`config.mk`:
```
export PLATFORM = sky130hd
export DESIGN_NAME = dmem_arbiter
export DESIGN_NICKNAME = d
export VERILOG_FILES = /design/src/rtl/dmem_arbiter.sv
export SDC_FILE = /design/constraint.sdc
export NUM_CORES = 1
export LEC_CHECK = 0
export ABC_AREA = 1
export CORE_AREA = 5 5 116 118
export DETAILED_ROUTE_END_ITERATION = 12
export DIE_AREA = 0 0 121 123
export PLACE_DENSITY = 0.77
export SYNTH_ARGS = -nofsm -noshare
export SYNTH_HDL_FRONTEND = slang
export SYNTH_SLANG_ARGS = --single-unit
```
`constraint.sdc`:
```
create_clock -name clock -period 2.3 [get_ports clock]
set_input_delay 0.345 -clock clock [delete_from_list [all_inputs] [get_ports clock]]
set_output_delay 0.345 -clock clock [all_outputs]
set_load 0.1 [all_outputs]
```
`src/rtl/dmem_arbiter.sv`:
```
`default_nettype none
// ============================================================================
// Module   : dmem_arbiter
// Purpose  : Shares a single-port data memory between the pipeline MEM stage
//            (cpu, requester 0) and a loader/DMA port (dma, requester 1).
//            Grants are combinational, with round-robin on ties and a bounded
//            DMA lock burst. Byte enables come from the store option, and
//            misaligned stores are suppressed and flagged. Read data is
//            registered and returned one cycle after the grant.
// Ports    : clock, reset_n           - clock / async active-low reset
//            cpu_* / dma_*            - request side (req, we, sop, addr, wdata)
//            dma_lock                 - DMA asks for back-to-back grants
//            *_gnt                    - combinational grant
//            *_rvalid/*_rdata/*_err   - one-cycle-later response
//            mem_addr/din/be/we       - memory request, zero when idle
//            mem_dout                 - combinational memory read word
// Revision : 1.0 - initial release
// ============================================================================
module dmem_arbiter #(
  parameter int MAX_BURST = 4
) (
  input  logic        clock,
  input  logic        reset_n,
  input  logic        cpu_req,
  input  logic        cpu_we,
  input  logic [1:0]  cpu_sop,
  input  logic [31:0] cpu_addr,
  input  logic [31:0] cpu_wdata,
  input  logic        dma_req,
  input  logic        dma_we,
  input  logic [1:0]  dma_sop,
  input  logic [31:0] dma_addr,
  input  logic [31:0] dma_wdata,
  input  logic        dma_lock,
  output logic        cpu_gnt,
  output logic        dma_gnt,
  output logic        cpu_rvalid,
  output logic        dma_rvalid,
  output logic [31:0] cpu_rdata,
  output logic [31:0] dma_rdata,
  output logic        cpu_err,
  output logic        dma_err,
  output logic [31:0] mem_addr,
  output logic [31:0] mem_din,
  output logic [3:0]  mem_be,
  output logic        mem_we,
  input  logic [31:0] mem_dout
);

  localparam logic [0:0] LAST_CPU    = 1'b0;
  localparam logic [0:0] LAST_DMA    = 1'b1;
  localparam logic [3:0] BURST_LIMIT = 4'(MAX_BURST);

  logic [0:0]  last_grant;
  logic [3:0]  burst_cnt;
  logic        cpu_v_q;
  logic        dma_v_q;
  logic [31:0] rdata_q;
  logic        err_q;

  logic        granted;
  logic        sel_we;
  logic [1:0]  sel_sop;
  logic [31:0] sel_addr;
  logic [31:0] sel_wdata;
  logic        is_store;
  logic        misaligned;
  logic [3:0]  sop_be;

  // Grant selection. Gated by reset_n so every output reads 0 while the
  // block is held in reset, even if requesters keep their lines high.
  always_comb begin
    cpu_gnt = 1'b0;
    dma_gnt = 1'b0;
    if (reset_n) begin
      if (cpu_req && dma_req) begin
        if (dma_lock && (last_grant == LAST_DMA) && (burst_cnt < BURST_LIMIT)) begin
          dma_gnt = 1'b1;
        end else if (last_grant == LAST_DMA) begin
          cpu_gnt = 1'b1;
        end else begin
          dma_gnt = 1'b1;
        end
      end else if (cpu_req) begin
        cpu_gnt = 1'b1;
      end else if (dma_req) begin
        dma_gnt = 1'b1;
      end
    end
  end

  assign granted = cpu_gnt | dma_gnt;

  // Request mux; all fields fall to zero when nobody is granted.
  always_comb begin
    sel_we    = 1'b0;
    sel_sop   = 2'b00;
    sel_addr  = 32'h0;
    sel_wdata = 32'h0;
    if (cpu_gnt) begin
      sel_we    = cpu_we;
      sel_sop   = cpu_sop;
      sel_addr  = cpu_addr;
      sel_wdata = cpu_wdata;
    end else if (dma_gnt) begin
      sel_we    = dma_we;
      sel_sop   = dma_sop;
      sel_addr  = dma_addr;
      sel_wdata = dma_wdata;
    end
  end

  always_comb begin
    case (sel_sop)
      2'b01:   sop_be = 4'b0001;
      2'b10:   sop_be = 4'b0011;
      default: sop_be = 4'b1111;  // word, and the reserved code reads a full word
    endcase
  end

  // The reserved store option behaves as a load: no write, no error.
  assign is_store   = sel_we & (sel_sop != 2'b11);
  assign misaligned = is_store &
                      (((sel_sop == 2'b10) & sel_addr[0]) |
                       ((sel_sop == 2'b00) & (sel_addr[1:0] != 2'b00)));

  assign mem_addr = sel_addr;
  assign mem_din  = sel_wdata;
  assign mem_be   = granted ? sop_be : 4'b0000;
  assign mem_we   = granted & is_store & ~misaligned;

  always_ff @(posedge clock or negedge reset_n) begin
    if (!reset_n) begin
      last_grant <= LAST_DMA;
      burst_cnt  <= 4'd0;
      cpu_v_q    <= 1'b0;
      dma_v_q    <= 1'b0;
      rdata_q    <= 32'h0;
      err_q      <= 1'b0;
    end else begin
      if (cpu_gnt) begin
        last_grant <= LAST_CPU;
      end else if (dma_gnt) begin
        last_grant <= LAST_DMA;
      end

      if (dma_gnt && dma_lock) begin
        if (burst_cnt < BURST_LIMIT) begin
          burst_cnt <= burst_cnt + 4'd1;
        end
      end else begin
        burst_cnt <= 4'd0;
      end

      cpu_v_q <= cpu_gnt;
      dma_v_q <= dma_gnt;
      // Read-before-write: a store returns the word as it was before commit.
      rdata_q <= (granted && !misaligned) ? mem_dout : 32'h0;
      err_q   <= misaligned;
    end
  end

  assign cpu_rvalid = cpu_v_q;
  assign dma_rvalid = dma_v_q;
  assign cpu_rdata  = cpu_v_q ? rdata_q : 32'h0;
  assign dma_rdata  = dma_v_q ? rdata_q : 32'h0;
  assign cpu_err    = cpu_v_q & err_q;
  assign dma_err    = dma_v_q & err_q;

endmodule
`default_nettype wire
```
==> impl_metrics.yaml, run 1 <==
placement:
  place.gp.congestion: 0.8544
  numPortBuffers: 309
  hpwlAfterDp_um: 14630
  dpl.cell_count: 873
  place_area_um2: 8004
cts:
  cts_hold_buffers: 0
  clockBufferDepth: 2
  numClockSinks: 40
  insertion_delay_ns: 0.28
  cts_htree_levels: 2
  clkSlewWorstSetupHoldPaths_ns: 0.06
  cts-buffers-inserted: 5
  cts_root_buf: "clkbuf_16"
  tritoncts: "yes"
yosys:
  avgSynthCellArea_um2: 7.848
  syn_nets: 562
  synthCells: 386
  synth_flop_cell: "dfrtp_1"
  yosys_warnings: 0
  synth_edf_count: 0
  synth-seq-cells: 40
  async_reset_ff_share_pct: 100.0
  yosysUniqueCellTypes: 24
  syn_area_um2: 3029
  yosysSeqAreaShare_pct: 33.09
setup_path:
  cp_max_fo: 3
  reg2reg_slack_ns: 0
  reg2reg_from: "burst_cnt[2]$_DFFE_PN0P_"
  crit_type: "reg2out"
  start_kind: "register"
  end_kind: "output port"
  reg2regPathDepth: 15
  required_ns: 1.96
  arrival_ns: 2.20
  r2r_end: "rdata_q[30]$_DFF_PN0_"
grt:
  first_global_vias: 4296
  grt_pass1_wl_um: 24590
  grt-ovfl-total: 0
  groute.usage.overall_pct: 21.83
  grt_max_degree: 40
  antenna_found_initial: 2
outcome:
  violations: "negative setup slack"
  outcome: "finished with violations"
sta:
  slew_violations: 0
  hold_viol_final: 0
  setup_slack_ns: -0.2422
  setup_violations: 65
  rsz0062_at_grt: "true"
  max_freq_mhz: 393.4
  clock_skew_ns: 0.004268
  fin_crit_ns: 2.542
  tightestPinTransition_ns: 0.6342
  min_period_over_period_pct: 110.5
  fin_setup_tns_ns: -3.639
  slew_headroom_pct: 57.72
detailed_routing:
  drc: 0
  wl_per_cell_um: 20.00
  drt-vias-per-instance: 4.402
  ant_nets: 0
  dr.first_iter.drc_count: 134
  finalWirelength_um: 18020
  first_pass_iters: 5
  num_vias: 3966
pwr:
  swShare_pct: 43.77
  p_sw_w: 0.001664
  leakage_nw: 4.414
  pwr_density_cell_nw_per_um2: 427.3
  p_comb_share_pct: 61.6
  sequentialPowerShare_pct: 20.9
  power_w: 0.003801
  intPower_w: 0.002137
  peakVddDrop_mv: 0.2689
  clock_power_share_pct: 17.5
final_layout:
  final_cells: 901
  layout.nets: 903
  final_cell_area_um2: 8895
  drive_above_1_share_pct: 42.45
  final_cell_mix: "clkdlybuf4s50_1, buf_12, inv_1"
  syn2layout_area_growth_pct: 193.6
  final_common_cell: "clkdlybuf4s50_1"
  fill_cells: 819
floorplanning:
  die_w_um: 121
  core_area_um2: 12360
  rows: 41
  die_area_um2: 14880
  initial_core_util_pct: 24.50
  boundaryPins: 310
  die_h_um: 123
run:
  cap_viol_max_count: 0
min_path:
  min_path_type: "in2async"
==> worst max-delay path by stage <==
stage,startpoint,endpoint,slack [ns],cells after the start
2_1_floorplan,burst_cnt[2]$_DFFE_PN0P_,mem_we,-0.15,11
3_3_place_gp,cpu_req,mem_we,-0.28,12
3_5_place_dp,cpu_req,mem_we,-0.37,12
4_1_cts,burst_cnt[3]$_DFFE_PN0P_,mem_we,-0.18,12
5_1_grt,burst_cnt[2]$_DFFE_PN0P_,mem_we,-0.34,12
6_report,burst_cnt[2]$_DFFE_PN0P_,mem_we,-0.24,12
==> final cells by class <==
cell class | count | area (µm²) | area share [%]
repair inverters | 1 | 8.758 | 0.09847
well taps | 172 | 215.2 | 2.419
multi-input cells | 206 | 1973 | 22.18
clock inverters | 3 | 18.77 | 0.2110
repair buffers | 358 | 5100 | 57.34
inverters | 115 | 446.7 | 5.022
diodes | 1 | 2.502 | 0.02813
flip-flops and latches | 40 | 1005 | 11.30
clock buffers | 5 | 125.1 | 1.407
==> registers in the layout, summed over array words and instances, names as in the netlist <==
name        cells
burst_cnt       4
cpu_rvalid      1
dma_rvalid      1
err_q           1
last_grant      1
rdata_q        32
==> metal layers <==
layer | track usage [%] | wire [µm] | part of all wire, % | vias to the layer above
met2 | 40.78 | 9685 | 54 | 217
met1 | 21.73 | 5902 | 33 | 1849
li1 | - | - | - | 1858
met5 | 0 | 14 | 0.078 | -
met3 | 6.084 | 1395 | 7.7 | 40
met4 | 12.25 | 1020 | 5.7 | 2
==> worst max-delay path, stage by stage (launching register included) <==
cell and delay [ns]:
dfrtp_1 0.40, nor2_2 0.16, nand2_2 0.10, nand3_4 0.11
nand2_4 0.07, o22ai_4 0.19, inv_2 0.07, ha_2 0.19
or2_4 0.24, nand2_4 0.07, nand2_4 0.05, nor2_4 0.09
buf_12 0.18
==> repair_timing <==
action,CTS,global route
endpoints found under the setup margin,97,97
cloned,4,5
hold endpoints to repair,0,0
gates resized for setup,47,32
pin swaps,15,6
setup buffers,9,4
==> cell usage after synthesis (2+ instances only) <==
cell      number  area, µm²
a22o_1        62      543.0
buf_12         3      60.06
buf_2         10      50.05
buf_4          3      22.52
clkbuf_1       9      33.78
dfrtp_1       39      975.9
ha_1           5      62.56
inv_1        113      424.2
inv_2          2      7.510
nand2_1       72      270.3
nand2_2        8      50.05
nand2_4        2      22.52
nand3_1        8      40.04
nor2_1         9      33.78
nor2_4        30      337.8
o21ai_0        2      10.01
o22ai_1        2      12.51
==> power by group through the flow <==
stage	Combinational, W	Sequential [W]	Clock [W]
6_report	0.00234	0.000794	0.000665
5_1_grt	0.00240	0.000800	0.000717
4_1_cts	0.00225	0.000794	0.000677
3_5_place_dp	0.00217	0.000806	0
3_3_place_gp	0.00214	0.000801	0
2_1_floorplan	0.00119	0.000793	0
==> logic make-up (layout without fill, tap and decap cells) <==
| logic type | Yosys count | after routing | synth area share (%) |
|---|---|---|---|
| DFF | 40 | 40 | 33.09 |
| AOI/OAI and AO/OA | 68 | 68 | 19.12 |
| adders and majority gates | 5 | 5 | 2.065 |
| muxes | 1 | 1 | 0.3305 |
| and+or+nand+nor | 132 | 132 | 25.65 |
| buffers and inverters | 140 | 482 | 19.74 |
| other | 0 | 1 | 0 |
==> stage by stage <==
step / utilization [%] / hold slack (ns) / setup slack (ns)
5_1_grt: 71.95 / 0.07123 / -0.3409
3_3_place_gp: 64.74 / 0.3560 / -0.2838
4_1_cts: 68.99 / 0.06355 / -0.1848
2_1_floorplan: - / 0.04941 / -0.1527
6_report: 71.95 / 0.05840 / -0.2422
3_5_place_dp: 64.74 / 0.3577 / -0.3664
Power figures use the tool's default switching activity.
==> run 2, diff against run 1 <==
--- a/config.mk
+++ b/config.mk
@@ -6,7 +6,9 @@
 export NUM_CORES = 1
 export LEC_CHECK = 0
 export ABC_AREA = 1
+export CAP_MARGIN = 25
 export CORE_AREA = 5 5 116 118
+export CTS_CLUSTER_DIAMETER = 60
 export DETAILED_ROUTE_END_ITERATION = 12
 export DIE_AREA = 0 0 121 123
 export PLACE_DENSITY = 0.77
==> results of run 2 <==
Same layout as run 1: the final DEF is identical, and so are final timing and power.
==> run 3, diff against run 2 <==
--- a/config.mk
+++ b/config.mk
@@ -11,7 +11,7 @@
 export CTS_CLUSTER_DIAMETER = 60
 export DETAILED_ROUTE_END_ITERATION = 12
 export DIE_AREA = 0 0 121 123
-export PLACE_DENSITY = 0.77
+export PLACE_DENSITY_LB_ADDON = 0.25
 export SYNTH_ARGS = -nofsm -noshare
 export SYNTH_HDL_FRONTEND = slang
 export SYNTH_SLANG_ARGS = --single-unit
==> run 3 against run 2 <==
The run still ends with negative setup slack left. Wire length fell by 8.3%. Largest power group unchanged. Non-clock buffer count stayed put. Global-route usage fell by 1.9 points. Clock power up 16%. Combinational power hardly changed. Via count shrank 2.1%. Core utilization shrank 0.091 points. Sequential power is 0.6% lower. Power rose by 1.9%. Clock skew down 0.00094 ns. Maximum frequency rose by 0.90%.
==> impl_metrics.yaml, run 3 (synthesized netlist as in run 1, its figures left out) <==
outcome:
  outcome: "finished with violations"
  violations: "negative setup slack"
placement:
  numPortBuffers: 309
  place_area_um2: 8019
  place.gp.congestion: 0.8515
  hpwlAfterDp_um: 13270
pwr:
  leakage_nw: 4.408
  power_w: 0.003872
  pwr_density_cell_nw_per_um2: 435.9
  peakVddDrop_mv: 0.2199
final_layout:
  register_area_um2: 1005
  final_common_cell: "clkdlybuf4s50_1"
  syn2layout_area_growth_pct: 193.3
  fill_cells: 839
  final_cell_mix: "clkdlybuf4s50_1, buf_12, inv_1"
  reg_top3: "rdata_q x32, burst_cnt x4"
  drive_above_1_share_pct: 41.90
  largest_register_ffs: 32
  final_cell_area_um2: 8884
  largest_register: "rdata_q"
  multi_input_area_um2: 1937
  layout.nets: 903
sta:
  slew_headroom_pct: 58.48
  min_period_over_period_pct: 109.5
  rsz0062_at_grt: "true"
  fin_crit_ns: 2.520
  hold_viol_final: 0
  fin_setup_tns_ns: -5.257
  tightestPinTransition_ns: 0.6229
  max_freq_mhz: 396.9
  hold-worst-slack_ns: 0.2100
  slew_violations: 0
  clock_skew_ns: 0.003326
  setup_violations: 65
  setup_slack_ns: -0.2195
floorplanning:
  die_w_um: 121
  core_area_um2: 12360
  die_h_um: 123
  rows: 41
  die_area_um2: 14880
  boundaryPins: 310
  initial_core_util_pct: 24.50
setup_path:
  reg2reg_from: "burst_cnt[2]$_DFFE_PN0P_"
  start_kind: "input pin"
  reg2reg_slack_ns: 0.06
  required_ns: 1.96
  end_kind: "output port"
  cp_max_fo: 3
  reg2regPathDepth: 15
  crit_type: "in2out"
  r2r_end: "rdata_q[11]$_DFF_PN0_"
  arrival_ns: 2.17
cts:
  cts_hold_buffers: 0
  cts-buffers-inserted: 5
  clockBufferDepth: 2
  clkSlewWorstSetupHoldPaths_ns: 0.06
  cts_htree_levels: 2
  cts_root_buf: "clkbuf_16"
  numClockSinks: 40
  insertion_delay_ns: 0.27
  tritoncts: "yes"
detailed_routing:
  wl_per_cell_um: 18.33
  first_pass_iters: 4
  finalWirelength_um: 16530
  ant_nets: 0
  num_vias: 3883
  drc: 0
  drt-vias-per-instance: 4.305
  dr.first_iter.drc_count: 112
grt:
  antenna_found_initial: 2
  grt_pass1_wl_um: 22790
  grt-ovfl-total: 0
  groute.usage.overall_pct: 19.94
  first_global_vias: 4103
  grt_max_degree: 41
min_path:
  min_path_type: "in2async"
run:
  cap_viol_max_count: 0
## run 3: final cells by class
| type | instances | area share, % |
|---|---|---|
| antenna | 2 | 0.05634 |
| clock buffer | 5 | 1.408 |
| clock inverter | 3 | 0.4789 |
| inverter | 115 | 5.056 |
| multi-input combinational | 206 | 21.80 |
| sequential | 40 | 11.31 |
| tap | 172 | 2.423 |
| timing repair buffer | 358 | 57.34 |
| timing repair inverter | 1 | 0.1268 |
## run 3: power breakdown
group          internal [W]  switching, W
logic              0.000986       0.00133
registers          0.000748     0.0000412
clock network      0.000509      0.000260
## run 3: what timing repair did
item                                    4_1_cts  5_1_grt
resized for setup                            29       39
gates cloned                                  2        8
setup buffers                                 3        6
pin swaps                                     8        5
endpoints found under the setup margin       85       91
## run 3: per-layer routing
metal | part of all wire, % | track usage [%]
met1 | 33 | 20.41
met2 | 54 | 36.92
met3 | 7.7 | 5.901
met4 | 5.0 | 9.915
met5 | 0 | 0
## run 3: stage by stage
stage	utilization, %	cells	setup WS (ns)
global placement	64.86	875	-0.2398
finish	71.86	902	-0.2195
global route	71.86	902	-0.3100
floorplan	-	386	-0.1527
CTS	68.28	888	-0.1932
detailed placement	64.86	875	-0.2824
## run 3: critical path, cell delays in order
cell             delay (ns)
clkdlybuf4s50_1        0.50
nand2_1                0.08
inv_2                  0.08
nand2_4                0.07
o22ai_4                0.21
inv_2                  0.06
ha_2                   0.17
or2_4                  0.24
nand2_4                0.06
nand2_4                0.05
nor2_4                 0.11
buf_12                 0.18
## run 3: how the worst max path moves through the flow
stage	from	end	slack [ns]	depth (start not counted)
after floorplan	burst_cnt[2]$_DFFE_PN0P_	mem_we	-0.15	11
after global placement	dma_lock	mem_we	-0.24	12
after detailed placement	dma_lock	mem_we	-0.28	13
after CTS	burst_cnt[3]$_DFFE_PN0P_	mem_we	-0.19	12
after global routing	burst_cnt[2]$_DFFE_PN0P_	mem_we	-0.31	12
final	dma_req	mem_we	-0.22	12
